==> src/rtl/fifo_arb_pkg.sv <==
// fifo_arb_pkg: shared types and helpers for fifo_push_arb (burst lock under FIFO_ARB_LOCK_EN)
package fifo_arb_pkg;
  typedef enum logic {IDLE, LOCKED} arb_state_t;
  localparam int BEAT_W = 8;
  function automatic int rr_next(input int idx, input int n);
    return (idx == n - 1) ? 0 : idx + 1;
  endfunction
endpackage

==> src/rtl/fifo_push_arb_rr_pick.sv <==
// rr_pick: combinational round-robin picker, first request at or after ptr
module rr_pick #(
  parameter int N = 4,
  parameter int PW = $clog2(N)
) (
  input  logic [N-1:0]  req,
  input  logic [PW-1:0] ptr,
  input  logic          en,
  output logic [N-1:0]  gnt,
  output logic [PW-1:0] id
);
  logic [PW-1:0] idx;
  always_comb begin
    gnt = '0;
    id = '0;
    idx = '0;
    for (int k = N - 1; k >= 0; k--) begin
      idx = PW'((int'(ptr) + k) % N);
      if (en && req[idx]) begin
        gnt = '0;
        gnt[idx] = 1'b1;
        id = idx;
      end
    end
  end
endmodule

==> src/rtl/fifo_push_arb.sv <==
// fifo_push_arb: round-robin FIFO push arbiter, burst lock under FIFO_ARB_LOCK_EN
module fifo_push_arb
  import fifo_arb_pkg::*;
#(
  parameter int NREQ = 4,
  parameter int BUSW = 32,
  parameter int MAX_BURST = 8
) (
  input  logic                     clk,
  input  logic                     rst,
  input  logic [NREQ-1:0]          req,
  input  logic [NREQ-1:0]          lock,
  input  logic [NREQ*BUSW-1:0]     data,
  output logic [NREQ-1:0]          gnt,
  input  logic                     fifo_full,
  output logic                     fifo_push,
  output logic [BUSW-1:0]          fifo_datain,
  output logic [$clog2(NREQ)-1:0]  grant_id,
  output logic                     locked
);
  localparam int IW = $clog2(NREQ);
  logic [IW-1:0] ptr, pid;
  logic [NREQ-1:0] mask;
  logic en;
`ifdef FIFO_ARB_LOCK_EN
  arb_state_t state;
  logic [IW-1:0] owner;
  logic [BEAT_W-1:0] beats;
  assign mask = state == LOCKED ? req & (NREQ'(1) << owner) : req;
  assign locked = rst && state == LOCKED;
`else
  logic unused_cfg;
  assign unused_cfg = ^{1'b0, lock, BEAT_W'(MAX_BURST)};
  assign mask = req;
  assign locked = 1'b0;
`endif
  assign en = rst && !fifo_full;
  rr_pick #(.N(NREQ)) u_pick (
    .req(mask),
    .ptr(ptr),
    .en(en),
    .gnt(gnt),
    .id(pid)
  );
  assign grant_id = pid;
  assign fifo_push = |gnt;
  assign fifo_datain = fifo_push ? data[int'(pid)*BUSW +: BUSW] : '0;
  always_ff @(posedge clk)
    if (!rst) begin
      ptr <= '0;
`ifdef FIFO_ARB_LOCK_EN
      state <= IDLE;
      owner <= '0;
      beats <= '0;
`endif
    end else if (!fifo_full) begin
`ifdef FIFO_ARB_LOCK_EN
      if (state == LOCKED) begin
        if (req[owner]) beats <= beats + 1'b1;
        if (!req[owner] || !lock[owner] || beats + 1'b1 == BEAT_W'(MAX_BURST)) begin
          state <= IDLE;
          ptr <= IW'(rr_next(int'(owner), NREQ));
        end
      end else if (fifo_push) begin
        ptr <= IW'(rr_next(int'(pid), NREQ));
        if (lock[pid] && MAX_BURST > 1) begin
          state <= LOCKED;
          owner <= pid;
          beats <= BEAT_W'(1);
        end
      end
`else
      if (fifo_push) ptr <= IW'(rr_next(int'(pid), NREQ));
`endif
    end
endmodule

==> config.mk <==
export PLATFORM = sky130hd
export DESIGN_NAME = fifo_push_arb
export DESIGN_NICKNAME = d
export VERILOG_FILES = /design/src/rtl/fifo_arb_pkg.sv /design/src/rtl/fifo_push_arb_rr_pick.sv /design/src/rtl/fifo_push_arb.sv
export SDC_FILE = /design/constraint.sdc
export NUM_CORES = 1
export LEC_CHECK = 0
export ABC_CLOCK_PERIOD_IN_PS = 6100
export BUFFER_PORTS_ARGS = -buffer_cell sky130_fd_sc_hd__buf_2
export CAP_MARGIN = 0
export CORE_MARGIN = 10
export CORE_UTILIZATION = 37
export CTS_CLUSTER_SIZE = 16
export DETAILED_ROUTE_END_ITERATION = 8
export HOLD_SLACK_MARGIN = 0.15
export PLACE_DENSITY_LB_ADDON = 0.25
export SLEW_MARGIN = 20
export SYNTH_ARGS = -nofsm -noshare
export SYNTH_HDL_FRONTEND = slang
export SYNTH_SLANG_ARGS = --single-unit
==> constraint.sdc <==
create_clock -name clk -period 6.1 [get_ports clk]
set_input_delay 1.83 -clock clk [delete_from_list [all_inputs] [get_ports clk]]
set_output_delay 1.83 -clock clk [all_outputs]
set_load 0.03 [all_outputs]
==> results of run 1 <==
## final cells by class
cell class / instances / area [um^2]
Fill cell: 420 / 1910
Multi-Input combinational cell: 190 / 1540
Timing Repair Buffer: 184 / 1040
Tap cell: 54 / 67.6
Clock buffer: 3 / 41.3
Sequential cell: 2 / 40.0
Inverter: 5 / 18.8
## per-layer routing
metal	GRT usage, %	share of wire (%)
met1	17.8	36
met2	29.9	50
met3	8.11	12
met4	4.77	2.1
met5	0	0
## through the flow
step	utilization (%)	setup TNS [ns]	setup WS, ns	power, uW
2_1_floorplan	-	-7.64	-0.255	1050
3_3_place_gp	57.3	0	0.176	1400
3_5_place_dp	57.3	0	0.155	1410
4_1_cts	58.2	0	0.135	1470
5_1_grt	59.1	0	0.00524	1590
6_report	59.1	0	0.163	1480
## cells by family after synthesis
| group | Yosys count |
|---|---|
| muxes | 41 |
| xor gates and xnor gates | 1 |
| other | 1 |
| and+or+nand+nor | 59 |
| buffers and inverters | 27 |
| DFF | 2 |
| adders and majority gates | 8 |
| AOI/OAI and AO/OA | 80 |
## timing repair
action                     in CTS  in global routing
setup buffers                   0                  1
setup endpoints to repair       0                  2
resized for setup               0                  2
## worst max-delay path by stage
| stage | from | end | slack, ns | cells past startpoint |
|---|---|---|---|---|
| floorplan | req[1] | fifo_datain[22] | -0.26 | 7 |
| global placement | req[1] | fifo_datain[1] | 0.18 | 10 |
| detailed placement | req[1] | fifo_datain[31] | 0.16 | 11 |
| CTS | req[1] | fifo_datain[31] | 0.13 | 11 |
| global route | rst | fifo_datain[23] | 0.005 | 9 |
| finish | req[1] | fifo_datain[2] | 0.16 | 10 |
## Yosys cell counts (all sizes together), types with 2 or more instances
cell type | count | area [um^2]
a31oi | 4 | 25.0
a21oi | 5 | 25.0
nor2 | 6 | 30.0
nand2 | 3 | 11.3
mux4 | 3 | 67.6
a22oi | 2 | 20.0
clkbuf | 3 | 15.0
mux2i | 35 | 350
dfxtp | 2 | 40.0
mux2 | 3 | 33.8
inv | 5 | 18.8
nand3 | 8 | 40.0
ha | 8 | 100
buf | 19 | 153
nor2b | 33 | 206
a211oi | 65 | 493
nor3b | 2 | 26.3
## power breakdown
| part | total [uW] | switching [uW] | internal [uW] |
|---|---|---|---|
| sequential | 28.4 | 9.32 | 19.1 |
| combinational | 1400 | 900 | 497 |
| clock | 51.5 | 9.82 | 41.7 |
| total | 1480 | 919 | 558 |
## worst reg2reg max path, stage by stage (launching register included)
cell and delay (ns):
dfxtp_1 0.56, inv_1 0.17, ha_1 0.37, nor3b_1 0.39
a22oi_2 0.25, nand3_1 0.17, a31oi_1 0.15, nor4_4 0.33
buf_12 0.24, mux2i_1 0.21, nor2b_1 0.06
==> results.py, run 1 <==
metrics = {
    "setup_path": {
        "path_class": "primary input to output pin",
        "slowest_stage": "mux4_2",
        "timing.rr.end": "ptr[1]$_SDFFE_PN0P_",
        "rrSetupSlack_ns": 3.10,
        "arrival_ns": 4.11,
        "crit_chain": "buf_2 > mux4_2 > nor3b_4 > buf_4 > o21ai_0 > mux2_2 > buf_12 > a211oi_1 > a211oi_1 > buf_2",
        "cp-end-kind": "output pin",
        "critPathBufInv": 4,
        "crit_family": "multiplexers",
        "reg2reg_depth": 10,
        "slowest_delay_ns": 0.49,
        "r2r_start": "ptr[1]$_SDFFE_PN0P_",
        "path_max_fanout": 67,
        "start_kind": "primary input",
        "cp_data_required_time_ns": 4.27,
    },
    "place": {
        "dpl.cell_count": 433,
        "gp_congestion": 0.868,
        "io_buffers": 173,
        "placed_area_um2": 2670,
        "dpl.hpwl_mm": 6.25,
    },
    "synthesis": {
        "yosysWarningCount": 0,
        "yosys.area_share.simple_pct": 21.6,
        "synth_mux_area_share_pct": 25.6,
        "synth.avg_cell_area_um2": 8.06,
        "synthXorXnorAreaFrac_pct": 0.496,
        "synth_edf_count": 0,
        "synthAdderAreaFrac_pct": 5.67,
        "synth-compound-area-share_pct": 33.6,
        "synth_seq_cells": 2,
        "synth_nets": 366,
        "ys_seq_area_share_pct": 2.27,
        "ys_types": 39,
        "synth_ff_type": "dfxtp_1",
        "synthArstFlopShare_pct": 0,
        "netlist_instances": 219,
        "synth_top_family_by_area": "compound AO/OA/AOI/OAI gates",
        "synthesis.area_um2": 1760,
    },
    "floorplan": {
        "core_area_um2": 4660,
        "ioPinCount": 179,
        "die_h_um": 89.1,
        "die_x_um": 89.1,
        "rows": 25,
        "dieArea_um2": 7930,
        "start_util_pct": 37.9,
    },
    "route": {
        "vias": 2329,
        "viasPerCell": 5.32,
        "drt_first_pass_iters": 4,
        "drc": 0,
        "wl_per_cell_um": 17.5,
        "drtIter0Drc": 76,
        "ant_nets": 0,
        "wl_mm": 7.68,
    },
    "cts": {
        "cts_buffers": 3,
        "cts-root-buf": "clkbuf_8",
        "clkTransAtPathRegs_ns": 0.03,
        "cts_hold_buf": 0,
        "clock_sinks": 2,
        "cts_buffer_depth": 2,
        "htreeDepth": 1,
        "insertion_delay_ns": 0.21,
        "cts_tree": "yes",
    },
    "final_layout": {
        "nets": 533,
        "largest_reg_flops": 2,
        "layout_common_cells": "buf_2 (172), a211oi_1 (64), mux2i_1 (35)",
        "mostFrequentLayoutCell": "buf_2",
        "fin_cells": 438,
        "regMostFlops": "ptr",
        "n_antenna_cell": 0,
        "top_regs": "ptr: 2 flops",
        "syn2layout_area_growth_pct": 56.2,
        "fin_area_um2": 2760,
        "drive_above_1_share_pct": 52.1,
    },
    "grt": {
        "gr-total-overflow": 0,
        "grt_pass1_vias": 2359,
        "grt_max_degree": 68,
        "grt_pass1_wl_mm": 11.1,
        "grtUsageTotal_pct": 17.0,
        "grt_antenna_before_repair": 0,
    },
    "min_path": {
        "min_to": "ptr[1]$_SDFFE_PN0P_",
        "hold_start": "ptr[1]$_SDFFE_PN0P_",
        "hold_path.class": "register to register",
        "hold_depth": 2,
    },
    "timing": {
        "min_period_ns": 5.94,
        "timing.final.max_slew_violations": 0,
        "hold_violations": 0,
        "whs_ns": 0.719,
        "timing.fmax_mhz": 168,
        "setup_violations": 0,
        "rsz0062_at_grt": "no",
        "skew_ns": 0.00164,
        "period_share_pct": 97.3,
    },
    "run_status": {
        "outcome": "finished, final reports clean",
    },
    "flow_run": {
        "cap_violations": 0,
    },
    "pwr": {
        "p_per_area_nw_per_um2": 536,
        "p_leak_uw": 0.00134,
        "irDropWorstVdd_uv": 278,
    },
}
(Power assumes the default switching activity.)
==> run 2: changes to the inputs <==
Settings changed: SETUP_SLACK_MARGIN set to 0.5.
==> run 2 against run 1 <==
Net effect:
- the flow now stops in global routing (5_1_grt)
- synthesized cell count unchanged
- area after synthesis stayed put
==> results.py, run 2 <==
metrics = {
    "synthesis": {
        "synth_ff_type": "dfxtp_1",
        "synth_area_leaders": "a211oi_1 (27%), mux2i_1 (20%), nor2b_1 (12%)",
        "ys_types": 39,
        "yosys.area.top_type": "a211oi_1",
        "synth.avg_cell_area_um2": 8.06,
        "synth_seq_cells": 2,
        "synth.top_cell.area_share_pct": 27.2,
        "synthesis.area_um2": 1760,
        "synth_edf_count": 0,
        "synthArstFlopShare_pct": 0,
        "netlist_instances": 219,
        "yosysMostFrequentCell": "a211oi_1",
        "synth_nets": 366,
        "netlist_top_cells_count": "a211oi_1 (64), mux2i_1 (35), nor2b_1 (33)",
        "ys_seq_area_share_pct": 2.27,
        "yosysWarningCount": 0,
    },
    "floorplan": {
        "rows": 25,
        "die_h_um": 89.1,
        "die_x_um": 89.1,
        "ioPinCount": 179,
        "start_util_pct": 37.9,
    },
    "cts": {
        "cts_hold_buf": 0,
        "htreeDepth": 1,
        "clock_sinks": 2,
        "cts_buffer_depth": 2,
        "cts_buffers": 3,
        "cts-root-buf": "clkbuf_8",
    },
    "grt": {
        "grt_antenna_before_repair": 4,
        "grt_max_degree": 23,
        "grtUsageTotal_pct": 66.7,
        "gr-total-overflow": 89,
    },
    "timing": {
        "worstEndpointGrtRepair": "fifo_datain[7]",
        "worstEpCategory": "output port",
    },
    "run_status": {
        "lastStage": "global routing (5_1_grt)",
        "error": "[ERROR GRT-0232] Routing congestion too high. Check the congestion heatmap in the GUI.",
        "outcome": "stopped before the end",
    },
    "place": {
        "dpl.hpwl_mm": 6.82,
        "gp_congestion": 0.835,
        "io_buffers": 173,
    },
}
-- run 2: cell counts after synthesis --
Identical to the previous run, type by type.
-- run 2: repair_timing --
item | CTS
resized for setup | 139
pin swaps | 27
setup buffers | 8
gates cloned | 8
setup endpoints to repair | 33
-- run 2: through the flow --
stage / utilization, % / area, um^2 / instances / hold slack [ns] / setup WS (ns)
CTS: 88.4 / 4120 / 453 / 0.724 / 0.284
global placement: 68.2 / 3180 / 434 / 0.702 / 0.240
floorplan: - / 2280 / 219 / 0.624 / 0.392
detailed placement: 68.2 / 3180 / 434 / 0.717 / 0.167
-- run 2: cells by family after synthesis --
kind of cell               share of synthesized area, %
and+or+nand+nor                                    21.6
adders and majority gates                          5.67
buffers and inverters                              10.6
other                                             0.213
DFF                                                2.27
muxes                                              25.6
AOI/OAI and AO/OA                                  33.6
xor gates and xnor gates                          0.497
-- run 2: per-layer routing --
metal  GRT overflow  track usage [%]
met1              0             61.2
met2             52             84.5
met3              0             51.9
met4             37             78.8
met5              0             6.25
==> run 3: changes to the inputs <==
Settings changed: CTS_CLUSTER_SIZE 16 to unset, HOLD_SLACK_MARGIN 0.15 to unset, PLACE_DENSITY_LB_ADDON 0.25 to 0.15, SETUP_SLACK_MARGIN 0.5 to unset.
==> run 3 against run 2 <==
Net effect:
- the run now ends clean
==> results.py, run 3 (synthesized netlist as in run 1, its figures left out) <==
metrics = {
    "final_layout": {
        "n_antenna_cell": 0,
        "layout_common_cells": "buf_2 (173), a211oi_1 (64), mux2i_1 (35)",
        "syn2layout_area_growth_pct": 56.0,
        "regMostFlops": "ptr",
        "fin_area_um2": 2750,
        "nets": 536,
        "fin_cells": 441,
        "top_regs": "ptr: 2 flops",
        "largest_reg_flops": 2,
        "drive_above_1_share_pct": 52.2,
        "postLayoutCoreUtil_pct": 59.0,
        "mostFrequentLayoutCell": "buf_2",
    },
    "pwr": {
        "netSwitchingFraction_pct": 61.8,
        "p_per_area_nw_per_um2": 535,
        "irDropWorstVdd_uv": 241,
        "pwr-share-clk_pct": 3.5,
        "p_int_uw": 562,
        "p_sw_uw": 909,
        "seq_power_share_pct": 1.9,
        "p_leak_uw": 0.00135,
        "combPwrFrac_pct": 94.6,
    },
    "grt": {
        "gr-total-overflow": 0,
        "grt_pass1_wl_mm": 10.7,
        "grt_antenna_before_repair": 1,
        "grtUsageTotal_pct": 16.4,
        "grt_pass1_vias": 2294,
        "grt_max_degree": 41,
    },
    "timing": {
        "timing.fmax_mhz": 171,
        "rsz0062_at_grt": "no",
        "hold_violations": 0,
        "skew_ns": 0.000791,
        "period_share_pct": 96.1,
        "setup_violations": 0,
        "whs_ns": 0.708,
        "timing.final.max_slew_violations": 0,
        "min_period_ns": 5.86,
    },
    "cts": {
        "clock_sinks": 2,
        "clkTransAtPathRegs_ns": 0.03,
        "cts_buffers": 3,
        "cts_tree": "yes",
        "insertion_delay_ns": 0.21,
        "htreeDepth": 1,
        "cts_buffer_depth": 2,
        "post_cts_resize_count": 0,
        "cts-root-buf": "clkbuf_8",
    },
    "place": {
        "dpl.cell_count": 434,
        "dpl.hpwl_mm": 6.29,
        "io_buffers": 173,
        "placed_area_um2": 2680,
        "gp_congestion": 0.812,
    },
    "setup_path": {
        "cp-end-kind": "output pin",
        "path_class": "primary input to output pin",
        "cp_data_required_time_ns": 4.27,
        "start_kind": "primary input",
        "path_max_fanout": 40,
        "arrival_ns": 4.03,
    },
    "floorplan": {
        "die_h_um": 89.1,
        "start_util_pct": 37.9,
        "ioPinCount": 179,
        "rows": 25,
        "dieArea_um2": 7930,
        "core_area_um2": 4660,
        "die_x_um": 89.1,
    },
    "min_path": {
        "hold_path.class": "register to register",
    },
    "route": {
        "drtIter0Drc": 73,
        "vias": 2308,
        "drt_first_pass_iters": 4,
        "drc": 0,
        "wl_per_cell_um": 16.6,
        "wl_mm": 7.31,
        "viasPerCell": 5.23,
        "ant_nets": 0,
    },
    "flow_run": {
        "cap_violations": 0,
    },
    "run_status": {
        "outcome": "finished, final reports clean",
    },
}
[run 3: final cells by class]
| class | count | area (um^2) |
|---|---|---|
| Fill cell | 441 | 1910 |
| Timing Repair Buffer | 187 | 1050 |
| Sequential cell | 2 | 40.0 |
| Tap cell | 54 | 67.6 |
| Multi-Input combinational cell | 190 | 1540 |
| Inverter | 5 | 18.8 |
| Clock buffer | 3 | 41.3 |
[run 3: critical path, stage by stage]
cell and delay, ns:
buf_2 0.15, or3b_2 0.45, o22ai_1 0.35, a21oi_1 0.12, mux2_2 0.42, buf_12 0.22
a211oi_1 0.21, a211oi_1 0.08, buf_2 0.19
[run 3: path summary, 6_finish.rpt]
| path | startpoint | endpoint | slack (ns) | depth (start not counted) |
|---|---|---|---|---|
| worst max-delay path | rst | fifo_datain[18] | 0.24 | 9 |
| worst min-delay path | ptr[1]$_SDFFE_PN0P_ | ptr[1]$_SDFFE_PN0P_ | 0.71 | 2 |
| worst max register to register | ptr[1]$_SDFFE_PN0P_ | ptr[1]$_SDFFE_PN0P_ | 3.13 | 10 |
| worst min register to register | ptr[1]$_SDFFE_PN0P_ | ptr[1]$_SDFFE_PN0P_ | 0.71 | 2 |
[run 3: power groups by stage]
stage / combinational (uW) / clock (uW) / sequential, uW
2_1_floorplan: 1020 / 0 / 29.1
3_3_place_gp: 1380 / 0 / 28.1
3_5_place_dp: 1390 / 0 / 28.1
4_1_cts: 1400 / 53.0 / 27.8
5_1_grt: 1510 / 54.0 / 29.3
6_report: 1390 / 51.3 / 28.1
[run 3: per-layer routing]
layer	global-route usage, %	part of all wire, %	routed length, um
met4	3.47	0.74	54
met2	27.5	48	3480
met3	8.30	14	1020
met5	0	0	0
met1	18.3	38	2750
[run 3: what timing repair did]
item | in CTS | in global routing
setup buffers | 0 | 4
hold endpoints to repair | 0 | 0
setup endpoints to repair | 0 | 4
hold buffers | 0 | 0
[run 3: metrics by stage]
step / total power (uW) / TNS [ns] / setup slack [ns]
floorplan: 1050 / -7.64 / -0.255
global placement: 1410 / 0 / 0.156
detailed placement: 1420 / 0 / 0.142
CTS: 1480 / 0 / 0.148
global route: 1600 / 0 / 0.00280
finish: 1470 / 0 / 0.237
